### config.mk
export PLATFORM = sky130hd
export DESIGN_NAME = njesia_kontrollit_mc
export DESIGN_NICKNAME = d
export VERILOG_FILES = /design/src/rtl/njesia_kontrollit_mc_pkg.sv /design/src/rtl/njesia_kontrollit_mc_dekoderi_alu.sv /design/src/rtl/njesia_kontrollit_mc.sv
export SDC_FILE = /design/constraint.sdc
export NUM_CORES = 1
export LEC_CHECK = 0
export CAP_MARGIN = 0
export CORE_AREA = 5 5 47 49
export DETAILED_ROUTE_END_ITERATION = 7
export DIE_AREA = 0 0 52 54
export PLACE_DENSITY = 0.82
export REMOVE_ABC_BUFFERS = 1
export SLEW_MARGIN = 30
export SYNTH_ARGS = -nofsm -noshare
export SYNTH_HDL_FRONTEND = slang
export SYNTH_SLANG_ARGS = --single-unit
### constraint.sdc
create_clock -name Clock -period 2 [get_ports Clock]
set_input_delay 0.3 -clock Clock [delete_from_list [all_inputs] [get_ports Clock]]
set_output_delay 0.3 -clock Clock [all_outputs]
set_load 0.03 [all_outputs]
### src/rtl/njesia_kontrollit_mc_pkg.sv
// Shared definitions for the multi-cycle control unit: opcodes, ALUOp codes,
// FSM state encoding and PCSrc encoding.
package njesia_kontrollit_mc_pkg;

   localparam logic [3:0] OP_RTYPE = 4'b0000;
   localparam logic [3:0] OP_SLTI  = 4'b0001;
   localparam logic [3:0] OP_ADDI  = 4'b0010;
   localparam logic [3:0] OP_LW    = 4'b0100;
   localparam logic [3:0] OP_SW    = 4'b0101;
   localparam logic [3:0] OP_BEQ   = 4'b1000;
   localparam logic [3:0] OP_J     = 4'b1100;
   localparam logic [3:0] OP_HALT  = 4'b1111;

   localparam logic [3:0] ALU_ALU16 = 4'b0000;
   localparam logic [3:0] ALU_SLTI  = 4'b0001;
   localparam logic [3:0] ALU_ADD   = 4'b0010;
   localparam logic [3:0] ALU_SUB   = 4'b0011;
   localparam logic [3:0] ALU_SLL   = 4'b0110;
   localparam logic [3:0] ALU_SRA   = 4'b0111;

   localparam logic [1:0] PC_SEQ    = 2'd0;
   localparam logic [1:0] PC_BRANCH = 2'd1;
   localparam logic [1:0] PC_JUMP   = 2'd2;

   typedef enum logic [2:0] {
      S_FETCH,
      S_DECODE,
      S_EXEC,
      S_MEM,
      S_WB,
      S_STOP
   } state_t;

   // Opcodes that proceed from DECODE into EXEC; HALT and undefined ones stop.
   function automatic logic is_exec_opcode(input logic [3:0] op);
      return (op == OP_RTYPE) || (op == OP_SLTI) || (op == OP_ADDI) ||
             (op == OP_LW)    || (op == OP_SW)   || (op == OP_BEQ)  ||
             (op == OP_J);
   endfunction

endpackage

### src/rtl/njesia_kontrollit_mc_dekoderi_alu.sv
// Combinational opcode/funct to ALUOp and ALUSrcB mapping used in EXEC, MEM and WB.
module dekoderi_alu
   import njesia_kontrollit_mc_pkg::*;
(
   input  logic [3:0] opcode,
   input  logic [3:0] funct,
   output logic [3:0] alu_op,
   output logic       alu_src_b
);

   always_comb begin
      // NOTE: defaults first so every path assigns every output; no latch is inferred.
      alu_op    = ALU_ALU16;
      alu_src_b = 1'b0;
      case (opcode)
         OP_RTYPE: alu_op = funct;
         OP_SLTI: begin
            alu_op    = ALU_SLTI;
            alu_src_b = 1'b1;
         end
         OP_ADDI, OP_LW, OP_SW: begin
            alu_op    = ALU_ADD;
            alu_src_b = 1'b1;
         end
         OP_BEQ:  alu_op = ALU_SUB;
         default: ;
      endcase
   end

endmodule

### src/rtl/njesia_kontrollit_mc.sv
// Multi-cycle control FSM (FETCH/DECODE/EXEC/MEM/WB/STOP) for the 16-bit CPU.
// Optional retired-instruction counter when KONTROLLI_INSTR_COUNT_EN is defined.
module njesia_kontrollit_mc
   import njesia_kontrollit_mc_pkg::*;
(
   input  logic        Clock,
   input  logic        Reset,
   input  logic [15:0] Instr,
   input  logic        Zero,
   input  logic        MemReady,
   output logic        MemReq,
   output logic        MemWrite,
   output logic        IRWrite,
   output logic        PCWrite,
   output logic [1:0]  PCSrc,
   output logic [3:0]  ALUOp,
   output logic        ALUSrcB,
   output logic        RegWrite,
   output logic        MemToReg,
   output logic        RegDst,
   output logic        Halted,
   output logic        Illegal
`ifdef KONTROLLI_INSTR_COUNT_EN
   ,
   output logic [15:0] InstrCount
`endif
);

   state_t     state, state_next;
   logic       halted_q, illegal_q;
   logic [3:0] opcode, funct;
   logic [3:0] dec_alu_op;
   logic       dec_alu_src_b;
   logic       instr_unused;

   assign opcode       = Instr[15:12];
   assign funct        = Instr[3:0];
   assign instr_unused = ^Instr[11:4];

   dekoderi_alu u_dekoderi_alu (
      .opcode    (opcode),
      .funct     (funct),
      .alu_op    (dec_alu_op),
      .alu_src_b (dec_alu_src_b)
   );

   always_ff @(posedge Clock) begin
      // NOTE: non-blocking assignments so all registers update together at the edge.
      if (Reset) begin
         state     <= S_FETCH;
         halted_q  <= 1'b0;
         illegal_q <= 1'b0;
      end else begin
         state <= state_next;
         if (state == S_DECODE && state_next == S_STOP) begin
            if (opcode == OP_HALT) halted_q  <= 1'b1;
            else                   illegal_q <= 1'b1;
         end
      end
   end

   always_comb begin
      state_next = state;
      MemReq     = 1'b0;
      MemWrite   = 1'b0;
      IRWrite    = 1'b0;
      PCWrite    = 1'b0;
      PCSrc      = PC_SEQ;
      ALUOp      = ALU_ALU16;
      ALUSrcB    = 1'b0;
      RegWrite   = 1'b0;
      MemToReg   = 1'b0;
      RegDst     = 1'b0;
      Halted     = halted_q;
      Illegal    = illegal_q;

      case (state)
         S_FETCH: begin
            MemReq = 1'b1;
            if (MemReady) begin
               IRWrite    = 1'b1;
               PCWrite    = 1'b1;
               state_next = S_DECODE;
            end
         end
         S_DECODE: state_next = is_exec_opcode(opcode) ? S_EXEC : S_STOP;
         S_EXEC: begin
            ALUOp   = dec_alu_op;
            ALUSrcB = dec_alu_src_b;
            case (opcode)
               OP_BEQ: begin
                  PCWrite    = Zero;
                  PCSrc      = PC_BRANCH;
                  state_next = S_FETCH;
               end
               OP_J: begin
                  PCWrite    = 1'b1;
                  PCSrc      = PC_JUMP;
                  state_next = S_FETCH;
               end
               OP_LW, OP_SW: state_next = S_MEM;
               default:      state_next = S_WB;
            endcase
         end
         S_MEM: begin
            MemReq   = 1'b1;
            MemWrite = (opcode == OP_SW);
            ALUOp    = dec_alu_op;
            ALUSrcB  = dec_alu_src_b;
            if (MemReady) state_next = (opcode == OP_SW) ? S_FETCH : S_WB;
         end
         S_WB: begin
            RegWrite   = 1'b1;
            ALUOp      = dec_alu_op;
            ALUSrcB    = dec_alu_src_b;
            RegDst     = (opcode == OP_RTYPE);
            MemToReg   = (opcode == OP_LW);
            state_next = S_FETCH;
         end
         default: ;
      endcase

      // Outputs are forced quiet for as long as Reset is held, not just after the edge.
      if (Reset) begin
         MemReq   = 1'b0;
         MemWrite = 1'b0;
         IRWrite  = 1'b0;
         PCWrite  = 1'b0;
         PCSrc    = PC_SEQ;
         ALUOp    = ALU_ALU16;
         ALUSrcB  = 1'b0;
         RegWrite = 1'b0;
         MemToReg = 1'b0;
         RegDst   = 1'b0;
         Halted   = 1'b0;
         Illegal  = 1'b0;
      end
   end

`ifdef KONTROLLI_INSTR_COUNT_EN
   logic [15:0] count_q;
   logic        retire;

   assign retire = (state_next == S_FETCH) &&
                   (state == S_EXEC || state == S_MEM || state == S_WB);

   always_ff @(posedge Clock) begin
      if (Reset)       count_q <= 16'h0000;
      else if (retire) count_q <= count_q + 16'h0001;
   end

   assign InstrCount = Reset ? 16'h0000 : count_q;
`endif

endmodule

# Yosys cells after proc, flatten, opt, wreduce, memory -nomap -nowiden
# Index checks and enable logic that the tools add are counted.
dict set report word_totals {
  reg_bits 5
  latch_bits 0
  ramBits 0
  mem_bits_ro 0
  output_inout_bits 16
  word_cells 66
  memories 0
}
dict set report classes {
  addsub 0
  n_mul 0
  div_mod_pow 0
  n_lt_le_gt_ge 0
  n_eq_ne 12
  n_shift 0
  n_mux 33
  bitwise 1
  n_reduce_logical 17
}
# op n
set op_table {}
lappend op_table {{$mux W1} 19}
lappend op_table {{$pmux W4 S4} 1}
lappend op_table {{$pmux W3 S5} 1}
lappend op_table {{$eq A4 B4 Y1 const B} 3}
lappend op_table {{$mux W3} 4}
lappend op_table {{$eq A4 B3 Y1 const B} 2}
lappend op_table {{$mux W4} 2}
lappend op_table {{$eq A3 B2 Y1 const B} 2}
lappend op_table {{$eq A3 B3 Y1 const B} 2}
lappend op_table {{$logic_or A1 B1 Y1} 6}
lappend op_table {{$pmux W3 S2} 1}
lappend op_table {{$reduce_or A2 Y1} 3}
lappend op_table {{$reduce_or A3 Y1} 2}
lappend op_table {{$eq A4 B1 Y1 const B} 1}
lappend op_table {{$eq A4 B2 Y1 const B} 1}
lappend op_table {{$logic_not A4 Y1} 1}
lappend op_table {{$mux W2} 2}
lappend op_table {{$pmux W1 S2} 2}
lappend op_table {{$pmux W2 S2} 1}
lappend op_table {{$reduce_and A2 Y1} 2}
lappend op_table {{$reduce_or A4 Y1} 1}
lappend op_table {{$eq A3 B1 Y1 const B} 1}
lappend op_table {{$logic_not A3 Y1} 1}
lappend op_table {{$logic_and A1 B1 Y1} 1}
lappend op_table {{$not A1 Y1} 1}

# Longest topological paths before layout
# Gate-level depths: netlist of run 1.
dict set report logic_depth {
  depth_word 12
  mapped_depth 4
  depth_no_buf 3
}

# Hierarchy
# From an unflattened synthesis of run 1, not the netlist that was laid out.
dict set report unflattened {
  cells_unflattened 73
  hier_area_um2 566.8
}
# module n_inst cells_per_inst area_each_um2 seq_area_each_um2
set by_module_without_submodules {}
lappend by_module_without_submodules {njesia_kontrollit_mc 1 61 484.2 100.1}
lappend by_module_without_submodules {dekoderi_alu 1 12 82.6 0.0}

# Least setup slack after synthesis of run 1
# OpenSTA, ideal clock, no wires.
dict set report synth_timing {
  path_kind {register to output}
  from {register state[2]}
  to {output ALUOp[0]}
  arrival_time_ns 2.029
  required_time_ns 1.700
  slack_ns -0.329
  stages_incl_launch_ff 4
  n_path_buf 0
  path_cell_list {dfxtp_1 > or3b_2 > a21o_1 > nor4_1}
}
dict set report synth_via {
  elab_chain_len 4
}
# element line
set synth_rtl {}
lappend synth_rtl {{start: declaration} njesia_kontrollit_mc.sv:29} ;# state_t state, state_next;
lappend synth_rtl {{start signal: assignment} njesia_kontrollit_mc.sv:54} ;# state <= state_next;
lappend synth_rtl {{$eq A3 B2 Y1 or $eq A3 B3 Y1 (tied branches)} njesia_kontrollit_mc.sv:77} ;# case (state)
lappend synth_rtl {{$reduce_or A3 Y1 (no source line) (*)} n/a}
lappend synth_rtl {{$mux W4 (*)} njesia_kontrollit_mc.sv:77}
lappend synth_rtl {{$mux W4 (*)} njesia_kontrollit_mc.sv:124} ;# if (Reset) begin
lappend synth_rtl {{end: declaration} njesia_kontrollit_mc.sv:16} ;# output logic [3:0] ALUOp,
# Every way passes the cells marked *; elsewhere a longest branch is shown, timed or not.

# Worst setup path in the final report of run 1
dict set report layout_timing {
  from {register state[0]}
  to {output PCWrite}
}
dict set report layout_via {
  elab_chain_len 3
}
# element line
set layout_rtl {}
lappend layout_rtl {{$eq A3 B2 Y1 or $logic_not A3 Y1 (tied branches)} njesia_kontrollit_mc.sv:77}
lappend layout_rtl {{$pmux W1 S2 (*)} njesia_kontrollit_mc.sv:77}
lappend layout_rtl {{$mux W1 (*)} njesia_kontrollit_mc.sv:124}
lappend layout_rtl {{end: declaration} njesia_kontrollit_mc.sv:14} ;# output logic PCWrite,
# Marks and branches as above.

==> results of run 1 <==
==> worst paths after layout <==
| kind | end | slack, ns | cells after the start | from |
|---|---|---|---|---|
| worst max-delay path | PCWrite | -0.08 | 4 | state[0] |
| worst min-delay path | halted_q | 0.46 | 2 | halted_q |
| worst min register to register | halted_q | 0.46 | 2 | halted_q |
| worst max register to register | state[1] | 0.45 | 5 | state[2] |
==> worst register-to-register path, stage by stage (launching register included) <==
cell and delay (ns):
dfxtp_2 0.31, buf_4 0.13, buf_4 0.17, nor3b_1 0.46
a21bo_2 0.29, a31oi_1 0.11
==> cell type report <==
type,count,area [µm²]
multi-input combinational,69,526.8
timing repair buffer,43,366.6
inverter,2,7.507
clock buffer,4,26.28
fill,155,757.0
sequential,5,103.9
tap,27,33.78
==> layout by cell type (no fill, tap or decap), types with 3 or more instances in the layout <==
cell,instances
nand3b_1,3
clkbuf_4,3
o21ai_0,4
a21oi_1,3
buf_6,4
dlygate4sd2_1,3
nor2_1,6
buf_4,28
dfxtp_2,3
nand2b_1,3
nor3_1,3
nand2_1,4
nor2b_1,7
clkdlybuf4s50_1,6
==> what timing repair did <==
action	in CTS	in global routing
cloned	0	0
pin swaps	4	9
buffers inserted	1	3
endpoints found under the setup margin	10	7
gates resized for setup	13	14
==> routing by layer <==
metal  share of wire [%]  vias to the layer above
met4                0.37                        0
met5                   0                        -
met1                  42                      380
met3                 6.3                        2
li1                    -                      390
met2                  51                       30
==> power by group <==
part	internal [mW]	switching [mW]
Combinational	0.0935	0.106
Sequential	0.109	0.00504
Clock	0.0755	0.0419
==> kinds of logic after synthesis <==
kind of cell | Yosys count
simple gates | 50
compound gates | 18
buf+inv | 12
flops | 5
xor+xnor | 1
==> sequential cells by signal, indices dropped and copies added (netlist names) <==
register   cells
halted_q       1
illegal_q      1
state          3
==> synth_stat cells, types with 2 or more instances <==
cell type	instances
or4_1	2
a21oi_1	4
inv_1	2
or3b_2	2
nor3_1	4
nor3b_1	2
nand2b_1	4
and3_1	2
buf_1	2
nand3b_1	3
clkbuf_1	6
dfxtp_1	5
o21ai_0	4
nand2_1	4
nor2b_1	7
nor4_1	4
a21o_1	2
nor2_1	9
==> flow_summary.yaml, run 1 <==
synth:
  ys_ff_latch: 5
  synth-compound-area-share_pct: 22.50
  synth-edff-count: 0
  ys_seq_area_share_pct: 16.67
  ys.flop_type: "dfxtp_1"
  yosysTopAreaCellShare_pct: 16.67
  yosys.area_share.adder_pct: 0
  synth.area.top_cells: "dfxtp_1, nor2b_1, nor2_1, nand2b_1, nor4_1"
  yosysUniqueCellTypes: 36
  syn_area_um2: 600.6
  yosys.area.top_type: "dfxtp_1"
  avgSynthCellArea_um2: 6.983
  synthMuxAreaShare_pct: 0
  async_flop_share_pct: 0
  synth_simple_gate_area_share_pct: 51.46
  synthXorXnorAreaFrac_pct: 1.458
  synth_top_family_by_area: "simple AND/OR/NAND/NOR gates"
  synthCells: 86
  yosysWarnings: 0
placement:
  portBuffers: 27
  postPlaceCellArea_um2: 922.1
  pre_cts_slack_ns: -0.3029
  dp.cells: 143
  place_congestion: 0.7789
  dp_hpwl_um: 1462
sta:
  rsz0062_at_grt: "yes"
  finalWorstSetupSlack_ns: -0.08032
  slew_headroom_pct: 64.76
  final-hold-violation-count: 0
  fin_setup_tns_ns: -0.1533
  final.period_utilization_pct: 104.0
  hold_slack_ns: 0.4605
  finalSetupViolCount: 4
  max_freq_ghz: 0.4807
  tightest_slew_ns: 0.5274
  fin_skew_ns: 0.003879
  min_period_ns: 2.080
  final_max_slew_viol_count: 0
status:
  status: "finished, violations left"
  violations: "negative setup slack"
power:
  leakage_nw: 0.4444
  finalPower_mw: 0.4301
  p_per_area_nw_per_um2: 403.9
  peakVddDrop_mv: 0.3388
finish:
  post_route_cells_drive_above_1_share_pct: 44.72
  final_area_um2: 1065
  final_util_pct: 58.45
  area_delta_synth_final_pct: 77.29
  insertedDiodeCount: 0
  nets: 144
  layout.cells.non_filler: 150
drt:
  drc_errors: 0
  dr.pass1.iters: 4
  antenna_left: 0
  routed_wl_um: 2174
  avgViaCountPerCell: 5.347
  wire_per_inst_um: 14.49
  drt_iter0_drc: 17
  vias: 802
global_routing:
  grt_pass1_wl_um: 3408
  antenna_found_initial: 0
  grtUsageMet2_pct: 29.08
  met3_usage_pct: 3.324
  grt_usage_pct: 16.15
  overflow: 0
  top_usage_layer: "met2"
  grt_pass1_vias: 765
  met1_usage_pct: 18.95
  grt_max_degree: 14
worst_setup_path:
  critPathMaxStageDelay_ns: 0.45
  crit_slowest_cell: "or4_4"
  path_cells: "nand4bb_1 -> or4_4 -> a2111oi_4 -> buf_4"
  critPathKind: "register to output pin"
  crit_buf_inv: 1
  crit_fanout: 2
  crit_required_ns: 1.70
  critPathTopFamily: "simple AND/OR/NAND/NOR gates"
  cp.arrival_ns: 1.78
  cp-end-kind: "output pin"
  worstSetupStartpointType: "register"
clock_tree:
  cts.clk_slew.worst_paths_ns: 0.04
  clock-root-buffer: "clkbuf_4"
  clkLatencyLatePin_ns: 0.24
  cts_tree: "yes"
  htree_levels: 1
  cts_hold_repair.buffers: 0
  cts_sinks: 5
  cts_buffers: 3
  max-clock-path-buffers: 2
floorplanning:
  die_w_um: 52
  die_y_um: 54
  row_count: 16
  dieArea_um2: 2808
  ios: 36
  initial_utilization_pct: 32.97
  core_um2: 1822
min_path:
  hp-class: "register to register"
job:
  maxCapViolations: 0
Note: power is estimated with default switching activity, not from simulation.
==> run 2, diff against run 1 <==
--- a/config.mk
+++ b/config.mk
@@ -6,10 +6,11 @@
 export NUM_CORES = 1
 export LEC_CHECK = 0
 export CAP_MARGIN = 0
-export CORE_AREA = 5 5 47 49
+export CORE_AREA = 5 5 42 44
 export DETAILED_ROUTE_END_ITERATION = 7
-export DIE_AREA = 0 0 52 54
-export PLACE_DENSITY = 0.82
+export DIE_AREA = 0 0 47 49
+export DONT_BUFFER_PORTS = 1
+export PLACE_DENSITY = 0.66
 export REMOVE_ABC_BUFFERS = 1
 export SLEW_MARGIN = 30
 export SYNTH_ARGS = -nofsm -noshare
==> run 2 against run 1 <==
  * The flow still finishes with violations (negative setup slack)
  * Clock-buffer cell count stayed put
  * Critical path depth stayed put
  * Non-clock buffer count is 27 lower
  * Wire length is 29% lower
  * Hold slack worse by 0.36 ns
  * Die area is 18% lower
  * Sequential cell count stayed put
  * Fmax is 0.11% lower
  * Critical path type unchanged
  * Highest routed layer unchanged
==> flow_summary.yaml, run 2 (synthesized netlist as in run 1, its figures left out) <==
placement:
  place_congestion: 0.7250
  pre_cts_slack_ns: 0.08902
  dp_hpwl_um: 1096
  postPlaceCellArea_um2: 693.2
  portBuffers: 0
sta:
  fin_skew_ns: 0.008783
  final_max_slew_viol_count: 0
  tightest_slew_ns: 0.5711
  final-hold-violation-count: 0
  finalWorstSetupSlack_ns: -0.08254
  min_period_ns: 2.083
  finalSetupViolCount: 1
  final.period_utilization_pct: 104.1
  rsz0062_at_grt: "yes"
  fin_setup_tns_ns: -0.08254
  slew_headroom_pct: 61.85
  max_freq_ghz: 0.4802
finish:
  post_route_cells_drive_above_1_share_pct: 32.29
  nets: 117
  final_area_um2: 759.5
  final_cell_mix: "buf_4, nor2_1, nor2b_1"
  final_util_pct: 54.20
  fill_cells: 152
  largest_reg_flops: 3
  largest-register: "state"
  top_regs: "state (3), halted_q (1), illegal_q (1)"
  area_delta_synth_final_pct: 26.46
  insertedDiodeCount: 0
  mostFrequentLayoutCell: "buf_4"
min_path:
  hp-class: "primary input to register"
worst_setup_path:
  worstSetupStartpointType: "register"
  cp-end-kind: "output pin"
  cp.arrival_ns: 1.78
  critPathMaxStageDelay_ns: 0.50
  crit_fanout: 6
  crit_required_ns: 1.70
  critPathKind: "register to output pin"
  crit_buf_inv: 1
  critPathTopFamily: "simple AND/OR/NAND/NOR gates"
  path_cells: "nand4bb_1 -> or4_4 -> a2111oi_4 -> buf_4"
  crit_slowest_cell: "or4_4"
power:
  leakage_nw: 0.2859
  peakVddDrop_mv: 0.2280
  finalPower_mw: 0.3643
  p_per_area_nw_per_um2: 479.7
drt:
  wire_per_inst_um: 13.83
  avgViaCountPerCell: 5.973
  dr.pass1.iters: 5
  routed_wl_um: 1549
  antenna_left: 0
  drc_errors: 0
  drt_iter0_drc: 5
  vias: 669
clock_tree:
  cts_buffers: 3
  cts_tree: "yes"
  cts_sinks: 5
  htree_levels: 1
  cts.clk_slew.worst_paths_ns: 0.05
  clock-root-buffer: "clkbuf_4"
  clkLatencyLatePin_ns: 0.26
  max-clock-path-buffers: 2
global_routing:
  overflow: 0
  grt_pass1_vias: 581
  grt_pass1_wl_um: 2442
  grt_usage_pct: 14.24
  grt_max_degree: 20
  antenna_found_initial: 0
status:
  violations: "negative setup slack"
  status: "finished, violations left"
job:
  maxCapViolations: 0
floorplanning:
  core_um2: 1401
  initial_utilization_pct: 42.86
  die_y_um: 49
  dieArea_um2: 2303
  ios: 36
  row_count: 14
  die_w_um: 47
[run 2: cell count changes in the layout (fill, tap and decap cells not counted), sizes merged]
cell	delta
dlymetal6s2s	-2
clkdlybuf4s50	-6
dlygate4sd2	-3
buf	-16
[run 2: stage by stage]
stage / hold slack (ns) / cells
2_1_floorplan: 0.3662 / 76
3_3_place_gp: 0.3692 / 107
3_5_place_dp: 0.3703 / 107
6_report: 0.1004 / 112
4_1_cts: 0.09943 / 112
5_1_grt: 0.09396 / 112
[run 2: metal layers]
metal  share of wire, %  vias up  global-route usage [%]
li1                   -      333                       -
met1                 45      309                   18.50
met2                 47       25                   20.14
met3                5.9        2                   1.845
met4                2.1        0                   11.06
met5                  0        -                       0
[run 2: worst paths after layout]
check	from	end	slack [ns]	cells past startpoint
max	state[2]	PCWrite	-0.08	4
min	Reset	state[1]	0.10	1
max reg2reg	state[0]	state[1]	0.55	4
min reg2reg	halted_q	halted_q	0.46	2
[run 2: power breakdown]
group	switching [mW]	internal [mW]
Sequential	0.00814	0.109
Combinational	0.0649	0.0575
Clock	0.0493	0.0760
[run 2: what timing repair did]
action	CTS	global route
gates resized for setup	2	8
hold buffers	0	0
setup endpoints to repair	5	4
pin swaps	4	2
hold endpoints to repair	0	0
buffers inserted	1	0
[run 2: worst reg2reg max path, stage by stage, from the launching register on]
cell and delay [ns]:
dfxtp_2 0.36, buf_4 0.17, nor3b_1 0.46, a21bo_2 0.28, a31oi_1 0.12
[run 2: layout make-up]
class	count	area (µm²)	area share [%]
Clock buffer	4	26.28	3.460
Inverter	2	7.507	0.9885
Multi-Input combinational cell	69	481.7	63.43
Sequential cell	5	103.9	13.67
Tap cell	16	20.02	2.636
Timing Repair Buffer	16	120.1	15.82
